`src/rtl/digipot_seq.sv`:
```
// ---------------------------------------------------------------------------
// digipot_seq
//
// Sequencer in front of the three-channel digipot serial writer. It keeps one
// shadow wiper byte per channel plus a pending bit per channel. Whenever a
// channel is pending, it is programmed with a single ctrl low pulse. Channels
// are served one at a time, lowest pending index first.
//
// Per transfer:
//   SETUP (1 cycle, ctrl=1) -> LOW (LOW_CYCLES, ctrl=0)
//   -> GAP (GAP_CYCLES, ctrl=1) -> IDLE (mux=11, at least 1 cycle)
//
// Ports:
//   clk      in  1  clock, all logic on posedge
//   rst      in  1  synchronous active-high reset
//   wr_en    in  1  shadow write strobe (one cycle)
//   wr_addr  in  2  channel 0..2; address 3 is ignored
//   wr_data  in  8  new wiper value
//   refresh  in  1  strobe: mark all channels pending
//   mux      out 2  channel select to the writer, 2'b11 when idle
//   ctrl     out 1  writer start, idle high, low for the frame
//   dato     out 8  byte to the writer
//   busy     out 1  FSM not idle or any channel pending
//   done     out 1  one-cycle pulse at the end of each transfer
//   done_ch  out 2  channel of the last completed transfer
//
// Parameter constraints: LOW_CYCLES >= 40 (writer frame length),
// GAP_CYCLES >= 1.
// ---------------------------------------------------------------------------
module digipot_seq #(
  parameter int         LOW_CYCLES = 44,
  parameter int         GAP_CYCLES = 4,
  parameter logic [7:0] INIT0      = 8'h80,
  parameter logic [7:0] INIT1      = 8'h80,
  parameter logic [7:0] INIT2      = 8'h80
) (
  input  logic       clk,
  input  logic       rst,
  input  logic       wr_en,
  input  logic [1:0] wr_addr,
  input  logic [7:0] wr_data,
  input  logic       refresh,
  output logic [1:0] mux,
  output logic       ctrl,
  output logic [7:0] dato,
  output logic       busy,
  output logic       done,
  output logic [1:0] done_ch
);

  localparam int MAX_CYCLES = (LOW_CYCLES > GAP_CYCLES) ? LOW_CYCLES : GAP_CYCLES;
  localparam int CNT_W      = $clog2(MAX_CYCLES + 1);
  localparam logic [CNT_W-1:0] LOW_LAST = CNT_W'(LOW_CYCLES - 1);
  localparam logic [CNT_W-1:0] GAP_LAST = CNT_W'(GAP_CYCLES - 1);
  localparam logic [2:0][7:0]  INIT_VALS = {INIT2, INIT1, INIT0};

  typedef enum logic [1:0] {S_IDLE, S_SETUP, S_LOW, S_GAP} state_t;

  state_t           state_reg, state_next;
  logic [CNT_W-1:0] cnt_reg, cnt_next;
  logic [2:0]       pend_reg, pend_next;
  logic [7:0]       shadow_reg [3];
  logic [1:0]       mux_reg, mux_next;
  logic [7:0]       dato_reg, dato_next;
  logic             ctrl_reg, ctrl_next;
  logic             done_reg, done_next;
  logic [1:0]       done_ch_reg, done_ch_next;

  logic [1:0]       sel_ch;
  logic             start;
  logic             wr_hit;

  assign wr_hit = wr_en && (wr_addr != 2'b11);
  assign start  = (state_reg == S_IDLE) && (pend_reg != 3'b000);

  // Lowest pending channel wins.
  always_comb begin
    sel_ch = 2'd0;
    if (pend_reg[0])      sel_ch = 2'd0;
    else if (pend_reg[1]) sel_ch = 2'd1;
    else if (pend_reg[2]) sel_ch = 2'd2;
  end

  // Shadow registers: writes are accepted in every state. The byte launched
  // on a transfer is copied into dato at SETUP entry, so later writes cannot
  // disturb a frame in flight.
  always_ff @(posedge clk) begin
    if (rst) begin
      for (int i = 0; i < 3; i++) shadow_reg[i] <= INIT_VALS[i];
    end else if (wr_hit) begin
      shadow_reg[wr_addr] <= wr_data;
    end
  end

  // Pending bits. The clear for the channel being launched is applied first,
  // so a same-cycle write or refresh re-arms it and forces a second transfer.
  genvar gi;
  generate
    for (gi = 0; gi < 3; gi++) begin : g_pend
      always_comb begin
        pend_next[gi] = pend_reg[gi];
        if (start && (sel_ch == 2'(gi))) pend_next[gi] = 1'b0;
        if ((wr_hit && (wr_addr == 2'(gi))) || refresh) pend_next[gi] = 1'b1;
      end
    end
  endgenerate

  // Next-state and registered-output logic.
  always_comb begin
    state_next   = state_reg;
    cnt_next     = cnt_reg;
    mux_next     = mux_reg;
    dato_next    = dato_reg;
    done_next    = 1'b0;
    done_ch_next = done_ch_reg;
    case (state_reg)
      S_IDLE: begin
        if (start) begin
          mux_next   = sel_ch;
          dato_next  = shadow_reg[sel_ch];
          state_next = S_SETUP;
        end
      end
      S_SETUP: begin
        cnt_next   = '0;
        state_next = S_LOW;
      end
      S_LOW: begin
        if (cnt_reg == LOW_LAST) begin
          cnt_next   = '0;
          state_next = S_GAP;
        end else begin
          cnt_next = cnt_reg + 1'b1;
        end
      end
      S_GAP: begin
        if (cnt_reg == GAP_LAST) begin
          state_next   = S_IDLE;
          mux_next     = 2'b11;
          done_next    = 1'b1;
          done_ch_next = mux_reg;
        end else begin
          cnt_next = cnt_reg + 1'b1;
        end
      end
      default: state_next = S_IDLE;
    endcase
    // ctrl is registered from the next state, so it is glitch-free and low
    // for exactly the cycles the FSM spends in LOW.
    ctrl_next = (state_next != S_LOW);
  end

  always_ff @(posedge clk) begin
    if (rst) begin
      state_reg   <= S_IDLE;
      cnt_reg     <= '0;
      pend_reg    <= 3'b111;
      mux_reg     <= 2'b11;
      dato_reg    <= 8'h00;
      ctrl_reg    <= 1'b1;
      done_reg    <= 1'b0;
      done_ch_reg <= 2'd0;
    end else begin
      state_reg   <= state_next;
      cnt_reg     <= cnt_next;
      pend_reg    <= pend_next;
      mux_reg     <= mux_next;
      dato_reg    <= dato_next;
      ctrl_reg    <= ctrl_next;
      done_reg    <= done_next;
      done_ch_reg <= done_ch_next;
    end
  end

  assign mux     = mux_reg;
  assign ctrl    = ctrl_reg;
  assign dato    = dato_reg;
  assign done    = done_reg;
  assign done_ch = done_ch_reg;
  assign busy    = (state_reg != S_IDLE) || (pend_reg != 3'b000);

endmodule

```
`config.mk`:
```
export PLATFORM = sky130hd
export DESIGN_NAME = digipot_seq
export DESIGN_NICKNAME = d
export VERILOG_FILES = /design/src/rtl/digipot_seq.sv
export SDC_FILE = /design/constraint.sdc
export NUM_CORES = 1
export LEC_CHECK = 0
export CAP_MARGIN = 5
export CORE_UTILIZATION = 35
export CTS_BUF_LIST = sky130_fd_sc_hd__clkbuf_4
export CTS_CLUSTER_DIAMETER = 200
export CTS_CLUSTER_SIZE = 40
export DETAILED_ROUTE_END_ITERATION = 8
export GPL_TIMING_DRIVEN = 0
export PLACE_DENSITY_LB_ADDON = 0.2
export SLEW_MARGIN = 0
export SYNTH_ARGS = -nofsm -noshare
export SYNTH_HDL_FRONTEND = slang
export SYNTH_SLANG_ARGS = --single-unit
```
`constraint.sdc`:
```
create_clock -name clk -period 1.6 [get_ports clk]
set_input_delay 0.32 -clock clk [delete_from_list [all_inputs] [get_ports clk]]
set_output_delay 0.32 -clock clk [all_outputs]
set_load 0.005 [all_outputs]
```
Word-level counts from Yosys, hierarchy flattened. Memories as Yosys holds them, arrays and structs flattened. A register that Yosys moved wholly into a read port is not among the register bits. Cells that the tools add are included.

RAM bits: 24. Bits in registers: 17. Input port bits: 14. Memories kept: 1.

Muxes and demuxes: 22. Reduce and logical (&&, ||, !) cells: 28. Equal/unequal tests: 14. $add $sub $neg: 1. Bitwise logic cells: 1.

Memories: shadow_reg (depth 3, width 8, read ports 1, clocked after memory_dff 1, wr ports 3, line 62) `logic [7:0] shadow_reg [3];`.

Operator list (number): 2-bit two-way mux (9); 6-bit one-hot mux with 3 select lines (1); 6-bit two-way mux (2); 2-bit != test (second input constant) (5); 2-bit == test (second input constant) (4); 1-bit logical AND (8); 8-bit two-way mux (1); 2-bit one-hot mux with 4 select lines (1); 2-bit OR reduction (4); 8-bit OR reduction (1); 1-bit two-way mux (7); 6-bit by 1-bit adder with 6-bit output (second input constant) (1); 2-bit by 1-bit == test with 1-bit output (second input constant) (3); 6-bit by 2-bit == test with 1-bit output (second input constant) (1); 6-bit == test (second input constant) (1); 2-bit zero test (3); 2-bit AND reduction (3); 3-bit nonzero test (2); 1-bit logical OR (4); 2-bit one-hot mux with 2 select lines (1); 2-bit nonzero test (2); 3-bit AND reduction (1); 1-bit inverter (1).

Logic depth before layout (Yosys ltp).
Depth after elaboration: 7. Gate-level depth with buffers: 6.

Worst setup path after synthesis. Ideal clock, no wire load.

Path kind: flip-flop to flip-flop. From: reg state_reg[0]. To: reg mux_reg[1], in the netlist mux[1]. Arrival time: 1.503 ns. Cell stages (with the launch flop): 7. Path slack: -0.024 ns. Period minus slack after synthesis: 1.624 ns. Cells stage by stage: dfxtp_1 > inv_1 > ha_1 > nor4b_4 > or3_2 > nor3b_1 > a21oi_1.

Cells in the longest elaborated chain, start to end: 4. Elaborated cells between the ends (all ways): 8.

Ends and longest elaborated chain: from (decl) (line 59) `state_t state_reg, state_next;`; from (signal assigned) (line 164) `state_reg <= state_next;`; 2-bit zero test (line 74, 116); 1-bit logical AND (line 74) `assign start = (state_reg == S_IDLE) && (pend_reg != 3'b000);`; 2-bit != test (no line); 3-bit AND reduction (no line); to (signal assigned) (line 167) `mux_reg <= mux_next;`; to (decl) (line 63) `logic [1:0] mux_reg, mux_next;`.

Several ways; a longest one is shown, not always the timed one. A chain may end at the register's enable or synchronous reset.

Worst setup path after layout.
From: reg state_reg[0]. To: out busy.

Cells in the longest elaborated chain, start to end: 2.

Ends and longest elaborated chain: 2-bit nonzero test (line 180) `assign busy = (state_reg != S_IDLE) || (pend_reg != 3'b000);`; 1-bit logical OR (line 180); to (decl) (line 46) `output logic busy,`.

No other way between the ends.

==> impl_metrics.tcl <==
set metrics [dict create \
    status "complete, but fails checks" \
    violations "negative setup slack" \
    die_x_um 81.1 \
    synth_largest_area_cell "edfxtp_1" \
    vias 1533 \
    yosysWarningCount 0 \
    netlist_instances 190 \
    r2r_start "state_reg[0]" \
    ant_nets 0 \
    cell_internal_pwr_mw 2.37 \
    syn_area_sq_um 2190 \
    ir_worst_vdd_uv 451 \
    clk_pin_slew_ns 0.16 \
    dp.final_hpwl_um 2910 \
    cts_tree "done" \
    routedWlPerCell_um 14.7 \
    synth.avg_cell_area_sq_um 11.5 \
    criticalPathCategory "register to output port" \
    synth_top_family_by_area "simple AND/OR/NAND/NOR gates" \
    core-area_sq_um 5990 \
    clockPowerShare_pct 18.4 \
    synth.area.top_cells "edfxtp_1 (33%), dfxtp_1 (23%), and2_1 (6.0%)" \
    cts_sinks 49 \
    drive_gt1_share_pct 28.9 \
    reg2reg_depth 6 \
    row_count 28 \
    design_area_sq_um 2850 \
    syn_to_final_growth_pct 30.1 \
    synthMuxAreaShare_pct 5.09 \
    finalSetupViolations 8 \
    critPathMaxFanout 3 \
    largest_register_ffs 24 \
    holdCritStartpoint "dato[2]" \
    die_area_sq_um 6570 \
    critPathCaptureType "output port" \
    crit_slowest_cell "dfxtp_2" \
    reg2reg_to "cnt_reg[0]" \
    gr-total-overflow 0 \
    grt_pass1_vias 1437 \
    grt_usage_pct 15.2 \
    switchingPower_mw 1.14 \
    synth-compound-area-share_pct 13.5 \
    detail_route.iter0.violations 35 \
    num_antenna_cells 0 \
    report.final.slew_viol_count 0 \
    cts_hold_buf 0 \
    port_buffers 28 \
    crit_required_ns 1.28 \
    ys_ff_latch 49 \
    combPwrFrac_pct 35.1 \
    synthesis.nets 208 \
    finClkSkew_ns 0.0228 \
    worstPathCellList "inv_4 -> ha_4 -> nor4b_4 -> inv_1 -> clkbuf_2" \
    arrival_ns 1.34 \
    routabilityCongestion 0.748 \
    nNetsFinal 252 \
    io_pins 29 \
    fmax_ghz 0.602 \
    clk_latency_ns 0.39 \
    worst_pin_slew_ns 0.568 \
    rsz0062_at_grt "true" \
    fin_crit_sh_pct 104 \
    swShare_pct 32.4 \
    synth_xor_area_share_pct 0 \
    fin_ws_ns -0.0620 \
    cp-start-kind "register" \
    synth_simple_gate_area_share_pct 20.8 \
    postPlaceCellArea_sq_um 2560 \
    cts_buffers 5 \
    grt_pass1_wl_um 7240 \
    hold_viol 0 \
    grt_max_degree 19 \
    cpPeakStageDelay_ns 0.37 \
    total_leakage_power_nw 1.19 \
    clockBufferDepth 2 \
    hold_end "dato[2]" \
    finalWirelength_um 4560 \
    hold_path_class "register to register" \
    netlist.area_leader.share_pct 33.0 \
    total_power_mw 3.51 \
    antenna_found_initial 0 \
    min_path_cells 1 \
    max_slew_margin_pct 61.9 \
    p_per_area_nw_per_um2 1230 \
    synth_cell_types 43 \
    ys_seq_area_share_pct 55.8 \
    cts-root-buf "clkbuf_4" \
    min_period_ns 1.66 \
    maxCapViolCount 0 \
    start_util_pct 36.5 \
    first_pass_iters 4 \
    drc 0 \
    reg2reg_slack_ns -0.06 \
    viasPerCell 4.95 \
    htreeDepth 2 \
    seqPwrFrac_pct 46.5 \
    synthAdderAreaFrac_pct 2.29 \
    die_h_um 81.1 \
]
worst max path at each step:
stage	from	endpoint	slack, ns
floorplan	state_reg[1]	cnt_reg[0]	0.03
global placement	rst	shadow_reg[0][7]	-0.63
detailed placement	rst	shadow_reg[0][7]	-0.65
CTS	state_reg[0]	busy	-0.18
global route	state_reg[0]	cnt_reg[0]	-0.15
finish	state_reg[0]	busy	-0.06
cell usage after synthesis (all sizes together):
cell / instances
or2b: 1
a21oi: 12
a311o: 1
o21ai: 6
and2: 21
and3b: 1
nand2b: 4
edfxtp: 24
or3: 3
nand3b: 1
a311oi: 1
nor3: 5
nor2: 21
or2: 1
ha: 4
a211o: 2
o21bai: 2
o21a: 1
clkbuf: 2
and3: 3
mux2: 1
nor3b: 3
buf: 4
dfxtp: 25
o21ba: 1
or3b: 2
nor4b: 1
a21bo: 1
inv: 4
mux2i: 10
o31a: 1
nand3: 1
a22o: 13
nand2: 2
nor2b: 5
area by class of cell:
| type | instances | area, sq um |
|---|---|---|
| plain buffers | 5 | 40.0 |
| multi-input cells | 131 | 1010 |
| fillers | 553 | 3150 |
| repair buffers | 38 | 378 |
| clock buffers | 5 | 37.5 |
| clock inverters | 3 | 28.8 |
| inverters | 4 | 17.5 |
| flip-flops and latches | 49 | 1240 |
| well taps | 75 | 93.8 |
worst max-delay path, delay by kind of cell, from the launching register on:
| kind | cells | cell delay [ns] |
|---|---|---|
| buffers and inverters | 3 | 0.26 |
| adders and majority gates | 1 | 0.12 |
| DFF | 1 | 0.37 |
| and+or+nand+nor | 1 | 0.22 |
what timing repair did:
item / CTS / global route
buffers inserted: 8 / 2
hold endpoints to repair: 0 / 0
pin swaps: 7 / 7
setup endpoints to repair: 64 / 28
gates resized for setup: 31 / 26
cell usage in the layout, fill, tap and decap left out, types with 3 or more instances in the layout:
cell type         n
o21ai_0           4
clkbuf_4          6
a22o_2            3
and2_1           21
buf_4             8
a22o_1           10
dlymetal6s2s_1    8
edfxtp_1         24
clkdlybuf4s50_1  19
buf_6             4
nor2_1           18
mux2i_1          10
a21oi_1          12
dfxtp_2          15
and3_1            3
clkbuf_2          3
nand2b_1          3
nor3_2            3
nor2b_1           5
dfxtp_1          10
through the flow:
stage	std cells	hold WS (ns)	setup TNS [ns]	setup WS [ns]	util, %
after detailed placement	293	0.465	-33.25	-0.651	42.8
after global routing	310	0.499	-1.11	-0.152	47.5
after floorplan	190	0.419	0	0.0312	-
final	310	0.486	-0.335	-0.0620	47.5
after global placement	293	0.461	-32.25	-0.629	42.8
after CTS	308	0.500	-0.440	-0.178	46.5
routing by layer:
layer,vias to the layer above,GRT usage (%),share of wire [%]
met5,-,0,0
met4,0,6.43,1.5
met3,5,3.71,4.1
met2,26,25.9,50
met1,725,18.3,45
li1,777,-,-
cell families (layout without fill, tap and decap cells):
| group | after synthesis | in the layout |
|---|---|---|
| and+or+nand+nor | 75 | 75 |
| DFF | 49 | 49 |
| AOI/OAI and AO/OA | 41 | 41 |
| muxes | 11 | 11 |
| buffers and inverters | 10 | 55 |
| adders and majority gates | 4 | 4 |
power groups by stage:
| stage | Combinational (mW) | Sequential [mW] | Clock (mW) |
|---|---|---|---|
| global route | 1.37 | 1.65 | 0.714 |
| detailed placement | 0.993 | 1.64 | 0 |
| finish | 1.23 | 1.63 | 0.648 |
| CTS | 1.20 | 1.62 | 0.665 |
| floorplan | 0.597 | 1.63 | 0 |
| global placement | 0.977 | 1.65 | 0 |
Note: power is estimated with default switching activity, not from simulation.
